File: src/rtl/osc_cnt_pkg.sv
// Shared types and defaults for the ring-oscillator edge counter.
// Build option: OSC_GATE_EN (see osc_edge_counter).
package osc_cnt_pkg;

   localparam int unsigned CNT_W_DEF      = 16;
   localparam int unsigned WIN_W_DEF      = 12;
   localparam int unsigned SETTLE_CYC_DEF = 8;

   localparam int unsigned StateW = 2;

   typedef enum logic [StateW-1:0] {
      StIdle,
      StSettle,
      StCount,
      StDone
   } osc_state_e;

   function automatic logic state_is_busy(input osc_state_e st);
      return (st == StSettle) || (st == StCount);
   endfunction

endpackage

File: src/rtl/osc_sync_edge.sv
// Two-flop synchroniser for the free-running oscillator, plus a third flop for rising-edge detect.
// Build option: none.
module osc_sync_edge (
   input  logic CLK,
   input  logic RST,
   input  logic ASYNC_IN,
   output logic EDGE
);

   logic s1_q, s1_d;
   logic s2_q, s2_d;
   logic s3_q, s3_d;

   always_comb begin
      s1_d = ASYNC_IN;
      s2_d = s1_q;
      s3_d = s2_q;
   end

   always_ff @(posedge CLK) begin
      if (RST) begin
         s1_q <= 1'b0;
         s2_q <= 1'b0;
         s3_q <= 1'b0;
      end else begin
         s1_q <= s1_d;
         s2_q <= s2_d;
         s3_q <= s3_d;
      end
   end

   assign EDGE = s2_q & ~s3_q;

endmodule

File: src/rtl/osc_edge_counter.sv
// Counts synchronised oscillator rising edges over a WIN_LEN-cycle window with saturation.
// Build option: OSC_GATE_EN gates the oscillator and inserts a SETTLE_CYC warm-up phase.
module osc_edge_counter
   import osc_cnt_pkg::*;
#(
   parameter int unsigned CNT_W      = CNT_W_DEF,
   parameter int unsigned WIN_W      = WIN_W_DEF,
   parameter int unsigned SETTLE_CYC = SETTLE_CYC_DEF
) (
   input  logic             CLK,
   input  logic             RST,
   input  logic             OSC_IN,
   input  logic             START,
   input  logic [WIN_W-1:0] WIN_LEN,
   output logic             BUSY,
   output logic             DONE,
   output logic [CNT_W-1:0] COUNT,
   output logic             OVF,
   output logic             OSC_EN
);

`ifdef OSC_GATE_EN
   localparam bit GateEn = 1'b1;
`else
   localparam bit GateEn = 1'b0;
`endif

   localparam int unsigned SetW = (SETTLE_CYC > 1) ? $clog2(SETTLE_CYC + 1) : 1;
   localparam logic [CNT_W-1:0] CntMax = '1;

   osc_state_e       state_q, state_d;
   logic [WIN_W-1:0] win_q, win_d;
   logic [SetW-1:0]  settle_q, settle_d;
   logic [CNT_W-1:0] cnt_q, cnt_d;
   logic             ovf_q, ovf_d;
   logic             osc_edge;

   osc_sync_edge u_sync_edge (
      .CLK      (CLK),
      .RST      (RST),
      .ASYNC_IN (OSC_IN),
      .EDGE     (osc_edge)
   );

   always_comb begin
      state_d  = state_q;
      win_d    = win_q;
      settle_d = settle_q;
      cnt_d    = cnt_q;
      ovf_d    = ovf_q;
      unique case (state_q)
         StIdle: begin
            if (START) begin
               win_d    = WIN_LEN;
               settle_d = SetW'(SETTLE_CYC);
               cnt_d    = '0;
               ovf_d    = 1'b0;
               if (GateEn && (SETTLE_CYC != 0)) begin
                  state_d = StSettle;
               end else if (WIN_LEN == '0) begin
                  state_d = StDone;
               end else begin
                  state_d = StCount;
               end
            end
         end
         StSettle: begin
            // Counter holds remaining warm-up cycles including the current one.
            if (settle_q <= SetW'(1)) begin
               state_d = (win_q == '0) ? StDone : StCount;
            end else begin
               settle_d = settle_q - 1'b1;
            end
         end
         StCount: begin
            if (osc_edge && (cnt_q != CntMax)) begin
               cnt_d = cnt_q + 1'b1;
            end
            ovf_d = ovf_q | (cnt_d == CntMax);
            if (win_q <= WIN_W'(1)) begin
               state_d = StDone;
            end else begin
               win_d = win_q - 1'b1;
            end
         end
         StDone: begin
            state_d = StIdle;
         end
         default: begin
            state_d = StIdle;
         end
      endcase
   end

   always_ff @(posedge CLK) begin
      if (RST) begin
         state_q  <= StIdle;
         win_q    <= '0;
         settle_q <= '0;
         cnt_q    <= '0;
         ovf_q    <= 1'b0;
      end else begin
         state_q  <= state_d;
         win_q    <= win_d;
         settle_q <= settle_d;
         cnt_q    <= cnt_d;
         ovf_q    <= ovf_d;
      end
   end

   always_comb begin
      BUSY   = state_is_busy(state_q);
      DONE   = (state_q == StDone);
      COUNT  = cnt_q;
      OVF    = ovf_q;
      OSC_EN = GateEn ? BUSY : 1'b1;
   end

endmodule

File: config.mk
export PLATFORM = sky130hd
export DESIGN_NAME = osc_edge_counter
export DESIGN_NICKNAME = d
export VERILOG_FILES = /design/src/rtl/osc_cnt_pkg.sv /design/src/rtl/osc_sync_edge.sv /design/src/rtl/osc_edge_counter.sv
export SDC_FILE = /design/constraint.sdc
export NUM_CORES = 1
export LEC_CHECK = 0
export CORE_MARGIN = 2
export CORE_UTILIZATION = 43
export CTS_CLUSTER_SIZE = 20
export DETAILED_ROUTE_END_ITERATION = 10
export PLACE_DENSITY_LB_ADDON = 0.08
export SLEW_MARGIN = 20
export SYNTH_ARGS = -nofsm -noshare
export SYNTH_HDL_FRONTEND = slang
export SYNTH_SLANG_ARGS = --single-unit
export TNS_END_PERCENT = 50
File: constraint.sdc
create_clock -name CLK -period 5.9 [get_ports CLK]
set_input_delay 1.18 -clock CLK [delete_from_list [all_inputs] [get_ports CLK]]
set_output_delay 1.18 -clock CLK [all_outputs]
set_load 0.05 [all_outputs]
==> results.txt, run 1 <==
----------------------------------------------------
[Outcome]
  Status ... completed

[Yosys]
  Share of synthesized registers carrying an async set or reset ... 0%
  Number of enable-type register cells in the synthesized netlist ... 0
  Biggest area contributors in the synthesized netlist ... sky130_fd_sc_hd__dfxtp_1 31%, sky130_fd_sc_hd__a21oi_1 6.2%, sky130_fd_sc_hd__ha_1 6.2%, sky130_fd_sc_hd__nand2_1 5.9%, sky130_fd_sc_hd__nor2_1 5.4%
  Mean cell area of the mapped netlist ... ~7.6 um2
  Register bit total from synthesis ... 38
  Fraction of the yosys area taken by sequential cells ... between 30% and 40%
  Ys flop type ... sky130_fd_sc_hd__dfxtp_1
  Cells after Synth ... around 320
  Yosys cell types ... between 50 and 60
  Mapped Area ... roughly 2400 um2
  Most area-hungry cell type in the Yosys netlist ... sky130_fd_sc_hd__dfxtp_1
  Mapped Nets ... roughly 350
  Yosys top cell area share ... 31.42%
  Total number of yosys warnings ... 0

[Clock tree]
  Number of levels the H-tree was split into ... 2
  Resized cells post-CTS ... 0
  Total clock sinks ... 38
  Maximum clock insertion buffer count ... 2
  Cell at the root of the clock tree ... sky130_fd_sc_hd__clkbuf_8
  Post-CTS Setup Bufs ... 0
  Clock slew seen by the registers of the worst setup and hold paths ... ~0.080 ns
  TritonCTS buffer count ... 5
  Number of buffers inserted for hold repair after clock tree synthesis ... 0
  Worst-skew pair later-pin latency ... 0.29 ns
  CTS tree ... built

[Critical path]
  Startpoint of the most critical register-to-register path ... state_q[0]$_SDFFE_PP0P_
  Worst Path Max Fanout ... 5
  Register-to-Register Setup Slack ... roughly 3.3 ns
  Crit path launch type ... flip-flop
  Critical Path End Type ... output port
  Number of cells traversed by the worst register-to-register path ... 9
  Data arrival time of the critical path ... 1.89 ns
  Critical Path RT ... approximately 4.7 ns
  Critical register-to-register path endpoint ... win_q[3]$_SDFFE_PP0P_
  Crit Path Category ... flip-flop to output port

[Detailed routing]
  Drt first pass iters ... 4
  Wire length per cell after detailed routing ... 14.77 um
  Vias/cell ... around 5.9
  Detailed router's first-iteration violation count ... approximately 120
  Total vias in the final route ... between 2,000 and 2,500
  Routed Antenna Nets ... 0
  DRC violations left ... 0
  WL final ... between 6 and 7 mm

[Timing]
  Final period utilization ... 52.07%
  Total of endpoints with negative setup slack in the final report ... 0
  Measured slew at the worst slew-check pin ... approximately 0.71 ns
  Max-slew violation count ... 0
  Maximum achievable frequency ... around 330 MHz
  Worst slew margin relative to its limit ... between 50% and 60%
  Setup total negative slack ... 0 ns
  Setup clock skew after layout ... 0.006930 ns
  RSZ-0062 raised after global routing ... false
  Count of final hold-check violations ... 0
  Period minus WS final ... ~3 ns

[Hold path]
  Type of the most critical hold path ... flip-flop to flip-flop
  HP Start ... u_sync_edge.s1_q$_SDFF_PP0_
  End point of the worst hold path ... u_sync_edge.s2_q$_SDFF_PP0_
  WHS Path Cells ... 1

[GRT]
  First-pass GRT wire length ... 10.36 mm
  Total grt overflow ... 0
  Number of global-route vias before repair ... between 2,000 and 2,500
  Pin count of the biggest net entering global routing ... 40
  Antenna violations before repair ... 0
  Global routing usage summed across all routing layers ... between 20% and 30%

[Power and ir drop]
  Total design power ... between 0.001 and 0.0015 W
  Worst IR Drop VDD ... 0.2166 mV
  Power Dens Cells ... 397.7 nW/um2
  Leakage Power ... around 1.0 nW

[Floorplan]
  Number of top-level pins ... 36
  FP Rows ... 27
  Die X ... 79.04 um
  Die Y-Extent ... ~79 um
  Area of the core region ... ~5500 um2
  Starting utilization of the core area ... about 44%
  Die area ... 6247 um2

[Placement]
  Final HPWL from detailed placement ... about 4.3 mm
  Number of placed instances, taps included ... roughly 410
  Area of placed instances ... approximately 2800 um2
  Final GP Congestion ... roughly 0.87
  Number of port buffers ... 34

[Layout]
  Combined area of the multi-input logic cells ... between 1500 and 2000 um2
  Proportion of layout cells with a drive suffix above 1 ... approximately 5.8%
  Antenna diode instance count ... 0
  Count of fill cells added during filler insertion ... around 570
  Final Non-Filler Cells ... roughly 420
  Register area ... between 700 and 800 um2
  NumNets Final ... 371
  Post-route cell area ... slightly below 3000 um2
  Final cell utilization of the core ... a little over half
  Synth-to-Final Area Change ... 21.60%

[Job]
  Number of max-cap violations ... 0

----------------------------------------------------
[layer usage]
layer / global-route usage, % / part of all wire, %
met5: 0 / 0
met2: 34.75 / 48
met1: 26.41 / 46
met4: 8.276 / 1.4
met3: 3.295 / 4.7
[synthesized netlist by cell type, types with 3 or more instances]
| cell | instances |
|---|---|
| sky130_fd_sc_hd__nor3_1 | 14 |
| sky130_fd_sc_hd__o31ai_1 | 3 |
| sky130_fd_sc_hd__a311oi_1 | 8 |
| sky130_fd_sc_hd__mux2i_1 | 3 |
| sky130_fd_sc_hd__nor2b_1 | 6 |
| sky130_fd_sc_hd__a31oi_1 | 5 |
| sky130_fd_sc_hd__ha_1 | 12 |
| sky130_fd_sc_hd__nor2_1 | 35 |
| sky130_fd_sc_hd__a21oi_1 | 30 |
| sky130_fd_sc_hd__a22oi_1 | 5 |
| sky130_fd_sc_hd__nand3_1 | 5 |
| sky130_fd_sc_hd__o21a_1 | 3 |
| sky130_fd_sc_hd__dfxtp_1 | 38 |
| sky130_fd_sc_hd__a211oi_1 | 6 |
| sky130_fd_sc_hd__o21ai_0 | 18 |
| sky130_fd_sc_hd__a21o_1 | 3 |
| sky130_fd_sc_hd__inv_1 | 10 |
| sky130_fd_sc_hd__nor4_1 | 7 |
| sky130_fd_sc_hd__nand4b_1 | 3 |
| sky130_fd_sc_hd__o22ai_1 | 3 |
| sky130_fd_sc_hd__nand4_1 | 6 |
| sky130_fd_sc_hd__nand2_1 | 38 |
| sky130_fd_sc_hd__clkbuf_1 | 13 |
[worst max-delay path by stage]
stage,start,endpoint,slack (ns),cells after the start
after floorplan,COUNT[0]$_SDFFE_PP0P_,OVF$_SDFFE_PP0P_,3.41,8
after global placement,START,win_q[3]$_SDFFE_PP0P_,2.48,7
after detailed placement,START,win_q[3]$_SDFFE_PP0P_,2.44,7
after CTS,START,win_q[3]$_SDFFE_PP0P_,2.75,7
after global routing,state_q[1]$_SDFFE_PP0P_,BUSY,2.74,3
final,state_q[1]$_SDFFE_PP0P_,BUSY,2.83,3
[critical path: stages (launching register included)]
cell and delay, ns:
sky130_fd_sc_hd__dfxtp_1 0.41, sky130_fd_sc_hd__inv_1 0.11, sky130_fd_sc_hd__ha_1 0.28, sky130_fd_sc_hd__clkdlybuf4s50_1 0.80
[metrics by stage]
step / hold slack, ns / setup WS (ns)
6_report: 0.4510 / 2.828
5_1_grt: 0.4748 / 2.741
4_1_cts: 0.4563 / 2.750
3_5_place_dp: 0.4430 / 2.443
3_3_place_gp: 0.4293 / 2.476
2_1_floorplan: 0.4138 / 3.410
[layout make-up]
cell class | count | area share [%]
Inverter | 10 | 1.275
Tap cell | 72 | 3.060
Timing Repair Buffer | 37 | 12.32
Clock inverter | 2 | 2.040
Multi-Input combinational cell | 251 | 52.66
Clock buffer | 6 | 2.805
Sequential cell | 38 | 25.84
[registers in the layout (all words and copies together), names as in the netlist]
name / cells
COUNT: 16
OVF: 1
settle_q: 4
state_q: 2
u_sync_edge.s1_q: 1
u_sync_edge.s2_q: 1
u_sync_edge.s3_q: 1
win_q: 12
[cells by family after synthesis]
| logic type | after synthesis | share of synthesized area, % |
|---|---|---|
| and+or+nand+nor | 137 | 29.87 |
| AOI/OAI and AO/OA | 95 | 25.22 |
| DFF | 38 | 31.42 |
| buffers and inverters | 28 | 4.703 |
| adders and majority gates | 12 | 6.201 |
| muxes | 4 | 1.705 |
| xor gates and xnor gates | 2 | 0.7236 |
| other | 1 | 0.1549 |
[power by group]
part	switching [W]	internal, W
Sequential	0.0000498	0.000304
Clock	0.0000996	0.000180
Combinational	0.000336	0.000200
Total	0.000486	0.000685
[layout by cell type, fill, tap and decap left out, drive strengths merged, types with 7 or more instances in the layout]
cell type and instances:
o21ai 18, a21oi 30, nand2 38, ha 12
nand4 7, nor3 16, nor4 7, a311oi 8
nor2 35, dfxtp 38, clkdlybuf4s50 34, inv 10
No activity file was read; power rests on OpenSTA's default activity.
==> run 2: changes to the inputs <==
Clock period 5.9 ns to 2.87 ns, I/O delays scaled along.
==> run 2 against run 1 <==
Critical path depth is the same. Worst setup slack worse by 2.4 ns. Register-to-register slack worse by 2.8 ns. Sequential share of layout area up 0.22 points. Die area unchanged. Hold slack lost 0.0014 ns. Clock skew up 0.00051 ns. Via count is 0.45% lower. Core utilization fell by 0.46 points. Routed wire length decreased by 0.94%. Total power up 93%. Non-clock buffer count up 4.
==> results.txt, run 2 (synthesized netlist as in run 1, its figures left out) <==
----------------------------------------------------
[Floorplan]
  Die Y-Extent ... 79.04 um
  Die X ... 79.04 um
  Area of the core region ... between 5000 and 6000 um2
  Starting utilization of the core area ... 44.24%
  Die area ... between 6000 and 7000 um2
  FP Rows ... 27
  Number of top-level pins ... 36

[Power and ir drop]
  Total design power ... 0.002256 W
  Worst IR Drop VDD ... 0.4973 mV
  Leakage Power ... approximately 0.99 nW
  Power Dens Cells ... a little under 800 nW/um2

[GRT]
  Total grt overflow ... 0
  Pin count of the biggest net entering global routing ... 39
  Antenna violations before repair ... 0
  Global routing usage summed across all routing layers ... between 10% and 20%
  First-pass GRT wire length ... just under 10 mm
  Number of global-route vias before repair ... around 2,100

[Critical path]
  Startpoint of the most critical register-to-register path ... COUNT[0]$_SDFFE_PP0P_
  Critical register-to-register path endpoint ... OVF$_SDFFE_PP0P_
  Crit Path Category ... flip-flop to output port
  Critical Path RT ... 2.30 ns
  Worst Path Max Fanout ... 4
  Register-to-Register Setup Slack ... around 0.50 ns
  Number of cells traversed by the worst register-to-register path ... 7
  Critical Path End Type ... output port
  Data arrival time of the critical path ... around 1.9 ns
  Crit path launch type ... flip-flop

[Layout]
  Proportion of layout cells with a drive suffix above 1 ... 6.322%
  NumNets Final ... 375
  Synth-to-Final Area Change ... 20.57%
  Commonest cells after routing, fill and taps aside ... 38 x sky130_fd_sc_hd__dfxtp_1, 38 x sky130_fd_sc_hd__nand2_1, 35 x sky130_fd_sc_hd__nor2_1
  Antenna diode instance count ... 0
  Final cell utilization of the core ... a little over half
  Final Non-Filler Cells ... 420
  Count of fill cells added during filler insertion ... between 500 and 600
  Flip-flop count of the largest register, all copies and words added ... 16

[Clock tree]
  Worst-skew pair later-pin latency ... ~0.3 ns
  Number of buffers inserted for hold repair after clock tree synthesis ... 0
  Resized cells post-CTS ... 0
  CTS tree ... built
  Maximum clock insertion buffer count ... 2
  Number of levels the H-tree was split into ... 2
  Total clock sinks ... 38
  TritonCTS buffer count ... 5
  Cell at the root of the clock tree ... sky130_fd_sc_hd__clkbuf_8
  Clock slew seen by the registers of the worst setup and hold paths ... roughly 0.070 ns
  Post-CTS Setup Bufs ... 0

[Detailed routing]
  Wire length per cell after detailed routing ... 14.49 um
  DRC violations left ... 0
  Drt first pass iters ... 4
  Routed Antenna Nets ... 0
  Detailed router's first-iteration violation count ... approximately 120
  WL final ... about 6.1 mm
  Total vias in the final route ... about 2,400
  Vias/cell ... 5.788

[Timing]
  Worst slew margin relative to its limit ... 49.18%
  Measured slew at the worst slew-check pin ... about 0.75 ns
  Count of final hold-check violations ... 0
  Setup total negative slack ... 0 ns
  Setup clock skew after layout ... 0.007443 ns
  Maximum achievable frequency ... 406.9 MHz
  Final period utilization ... a little under nine tenths
  Period minus WS final ... 2.458 ns
  RSZ-0062 raised after global routing ... false
  Max-slew violation count ... 0
  Total of endpoints with negative setup slack in the final report ... 0
  Setup slack of the critical path after layout ... slightly above 0.4 ns

[Placement]
  Number of placed instances, taps included ... 412
  Final GP Congestion ... 0.8656
  Final HPWL from detailed placement ... 4.380 mm
  Post-placement worst setup slack ... 0.5266 ns
  Number of port buffers ... 34

[Hold path]
  End point of the worst hold path ... u_sync_edge.s2_q$_SDFF_PP0_
  Type of the most critical hold path ... flip-flop to flip-flop
  HP Start ... u_sync_edge.s1_q$_SDFF_PP0_
  WHS Path Cells ... 1

[Job]
  Number of max-cap violations ... 0

[Outcome]
  Status ... completed

----------------------------------------------------
run 2: cell count changes in the layout (fill, tap and decap cells not counted):
cell                        change
sky130_fd_sc_hd__buf_4          +4
sky130_fd_sc_hd__clkbuf_1       +1
sky130_fd_sc_hd__bufinv_16      -2
sky130_fd_sc_hd__a21oi_2        -1
sky130_fd_sc_hd__clkinv_2       +1
sky130_fd_sc_hd__a21oi_1        +1
run 2: final cells by class:
class | instances | area [um2] | share of cell area (%)
multi-input combinational | 251 | 1546 | 52.98
timing repair buffer | 41 | 392.9 | 13.46
clock inverter | 1 | 5.005 | 0.1715
inverter | 10 | 37.54 | 1.286
clock buffer | 7 | 86.33 | 2.958
tap | 72 | 90.09 | 3.086
sequential | 38 | 760.7 | 26.06
run 2: routing by layer:
metal  track usage (%)  wire length [um]  up-vias
met2             33.31              2864       70
met3             3.864               290        9
met1             25.42              2851     1118
met4             6.724                80        0
met5                 0                 0        -
li1                  -                 -     1234
run 2: power breakdown:
group	switching (W)	internal (W)	total, W
Sequential	0.000107	0.000626	0.000733
Combinational	0.000692	0.000440	0.00113
Clock	0.000196	0.000194	0.000390
run 2: critical path: stages (launching register included):
cell and delay [ns]:
sky130_fd_sc_hd__dfxtp_1 0.40, sky130_fd_sc_hd__inv_1 0.11, sky130_fd_sc_hd__ha_1 0.29, sky130_fd_sc_hd__clkdlybuf4s50_1 0.79
run 2: worst max path at each step:
stage / endpoint / from / slack, ns
detailed placement: OVF$_SDFFE_PP0P_ / COUNT[0]$_SDFFE_PP0P_ / 0.53
global placement: OVF$_SDFFE_PP0P_ / COUNT[0]$_SDFFE_PP0P_ / 0.59
finish: BUSY / state_q[0]$_SDFFE_PP0P_ / 0.41
CTS: BUSY / state_q[0]$_SDFFE_PP0P_ / 0.39
floorplan: OVF$_SDFFE_PP0P_ / COUNT[0]$_SDFFE_PP0P_ / 0.38
global route: OVF$_SDFFE_PP0P_ / COUNT[0]$_SDFFE_PP0P_ / 0.30
run 2: per-stage QoR:
step                      area, um2  hold WS (ns)
after floorplan                2421        0.4138
after global placement         2828        0.4307
after detailed placement       2828        0.4400
after CTS                      2919        0.4576
after global routing           2919        0.4735
final                          2919        0.4495
==> run 3: changes to the inputs <==
Settings changed: CELL_PAD_IN_SITES_DETAIL_PLACEMENT from default to 1, CELL_PAD_IN_SITES_GLOBAL_PLACEMENT from default to 1, CORE_UTILIZATION 43 to 40.
==> run 3 against run 2 <==
Sequential share of layout area is 0.19 points lower. Via count grew 1.2%. Register-to-register slack lost 0.08 ns. Largest cell class unchanged. Critical path type unchanged.
==> results.txt, run 3 (synthesized netlist as in run 1, its figures left out) <==
----------------------------------------------------
[Timing]
  Setup slack of the critical path after layout ... about 0.38 ns
  Maximum achievable frequency ... about 400 MHz
  Measured slew at the worst slew-check pin ... approximately 0.55 ns
  Worst slew margin relative to its limit ... a little over three fifths
  Max-slew violation count ... 0
  Setup total negative slack ... 0 ns
  Setup clock skew after layout ... around 0.012 ns
  RSZ-0062 raised after global routing ... false
  Period minus WS final ... ~2.5 ns
  Count of final hold-check violations ... 0
  Final period utilization ... between 80% and 90%
  Total of endpoints with negative setup slack in the final report ... 0

[Critical path]
  Instance count on the critical path ... 3
  Crit-path max cell delay ... roughly 0.80 ns
  Highest-delay cell along the critical path ... sky130_fd_sc_hd__clkdlybuf4s50_1
  Startpoint of the most critical register-to-register path ... COUNT[0]$_SDFFE_PP0P_
  Register-to-Register Setup Slack ... 0.42 ns
  Crit Path Category ... flip-flop to output port
  Top cell family by delay on the critical path ... buffers and inverters
  Critical Path End Type ... output port
  CP cell instances ... inv_1 > ha_1 > clkdlybuf4s50_1
  Critical register-to-register path endpoint ... OVF$_SDFFE_PP0P_
  Crit path launch type ... flip-flop
  Data arrival time of the critical path ... around 1.9 ns
  Number of cells traversed by the worst register-to-register path ... 7
  Bufs and invs on worst path ... 2
  Critical Path RT ... about 2.3 ns
  Worst Path Max Fanout ... 4

[Hold path]
  End point of the worst hold path ... u_sync_edge.s2_q$_SDFF_PP0_
  Type of the most critical hold path ... flip-flop to flip-flop
  WHS Path Cells ... 1
  HP Start ... u_sync_edge.s1_q$_SDFF_PP0_

[Floorplan]
  Number of top-level pins ... 36
  Die area ... roughly 6700 um2
  Area of the core region ... a little under 6000 um2
  Die X ... 81.80 um
  FP Rows ... 28
  Die Y-Extent ... between 80 and 90 um
  Starting utilization of the core area ... approximately two fifths

[Clock tree]
  Resized cells post-CTS ... 0
  Post-CTS Setup Bufs ... 0
  Number of buffers inserted for hold repair after clock tree synthesis ... 0
  Cell at the root of the clock tree ... sky130_fd_sc_hd__clkbuf_8
  Worst-skew pair later-pin latency ... 0.31 ns
  CTS tree ... built
  Total clock sinks ... 38
  Number of levels the H-tree was split into ... 2
  Clock slew seen by the registers of the worst setup and hold paths ... approximately 0.090 ns
  Maximum clock insertion buffer count ... 2
  TritonCTS buffer count ... 5

[Placement]
  Number of port buffers ... 34
  Final HPWL from detailed placement ... 4.991 mm
  Area of placed instances ... 2831 um2
  Post-placement worst setup slack ... between 0.4 and 0.5 ns
  Final GP Congestion ... just under 0.9

[Detailed routing]
  DRC violations left ... 0
  Drt first pass iters ... 4
  Detailed router's first-iteration violation count ... 108
  Vias/cell ... ~5.8
  Wire length per cell after detailed routing ... 16.56 um
  WL final ... approximately 7.0 mm
  Routed Antenna Nets ... 0
  Total vias in the final route ... around 2,500

[Layout]
  Final cell utilization of the core ... between 40% and 50%
  Synth-to-Final Area Change ... 21.45%
  Flip-flop count of the largest register, all copies and words added ... 16
  Commonest cells after routing, fill and taps aside ... 38 x sky130_fd_sc_hd__dfxtp_1, 38 x sky130_fd_sc_hd__nand2_1, 35 x sky130_fd_sc_hd__nor2_1
  NumNets Final ... between 300 and 400
  Post-route cell area ... 2940 um2
  Proportion of layout cells with a drive suffix above 1 ... 6.609%
  Antenna diode instance count ... 0
  Count of fill cells added during filler insertion ... 736

[GRT]
  Pin count of the biggest net entering global routing ... 39
  First-pass GRT wire length ... ~12 mm
  Antenna violations before repair ... 0
  Number of global-route vias before repair ... 2,394
  Total grt overflow ... 0
  Global routing usage summed across all routing layers ... roughly 22%

[Job]
  Number of max-cap violations ... 0

[Outcome]
  Status ... completed

[Power and ir drop]
  Leakage Power ... between 1 and 1.5 nW
  Worst IR Drop VDD ... ~0.63 mV
  Power Dens Cells ... 807.5 nW/um2

----------------------------------------------------
[run 3: cell count changes in the layout (fill, tap and decap cells not counted), sizes merged]
cell    change
clkbuf      -2
bufinv      +1
clkinv      +1
[run 3: per-layer routing]
layer	vias up	GRT usage, %	share of wire, %
met4	0	6.500	0.94
li1	1228	-	-
met3	7	3.297	2.6
met1	1191	28.34	47
met2	35	38.70	50
met5	-	0	0
[run 3: worst max-delay path by stage]
| stage | start | to |
|---|---|---|
| after floorplan | COUNT[0]$_SDFFE_PP0P_ | OVF$_SDFFE_PP0P_ |
| after CTS | state_q[0]$_SDFFE_PP0P_ | BUSY |
| after global placement | COUNT[0]$_SDFFE_PP0P_ | COUNT[1]$_SDFFE_PP0P_ |
| final | state_q[0]$_SDFFE_PP0P_ | BUSY |
| after detailed placement | COUNT[0]$_SDFFE_PP0P_ | OVF$_SDFFE_PP0P_ |
| after global routing | COUNT[0]$_SDFFE_PP0P_ | COUNT[1]$_SDFFE_PP0P_ |
[run 3: area by class of cell]
type	count	area [um2]	share of cell area, %
Multi-Input combinational cell	251	1546	52.60
Sequential cell	38	760.7	25.87
Timing Repair Buffer	41	392.9	13.36
Tap cell	75	93.84	3.191
Clock buffer	5	68.82	2.340
Clock inverter	3	40.04	1.362
Inverter	10	37.54	1.277
[run 3: per-stage QoR]
stage	instances	power (W)	hold slack (ns)
floorplan	317	0.001581	0.4138
global placement	415	0.001882	0.4218
detailed placement	415	0.001912	0.4273
CTS	423	0.002390	0.4485
global route	423	0.002579	0.4608
finish	423	0.002374	0.4481
[run 3: report_power, final]
part / internal (W) / switching [W]
clock network: 0.000256 / 0.000217
registers: 0.000626 / 0.000108
logic: 0.000445 / 0.000722
total: 0.00133 / 0.00105
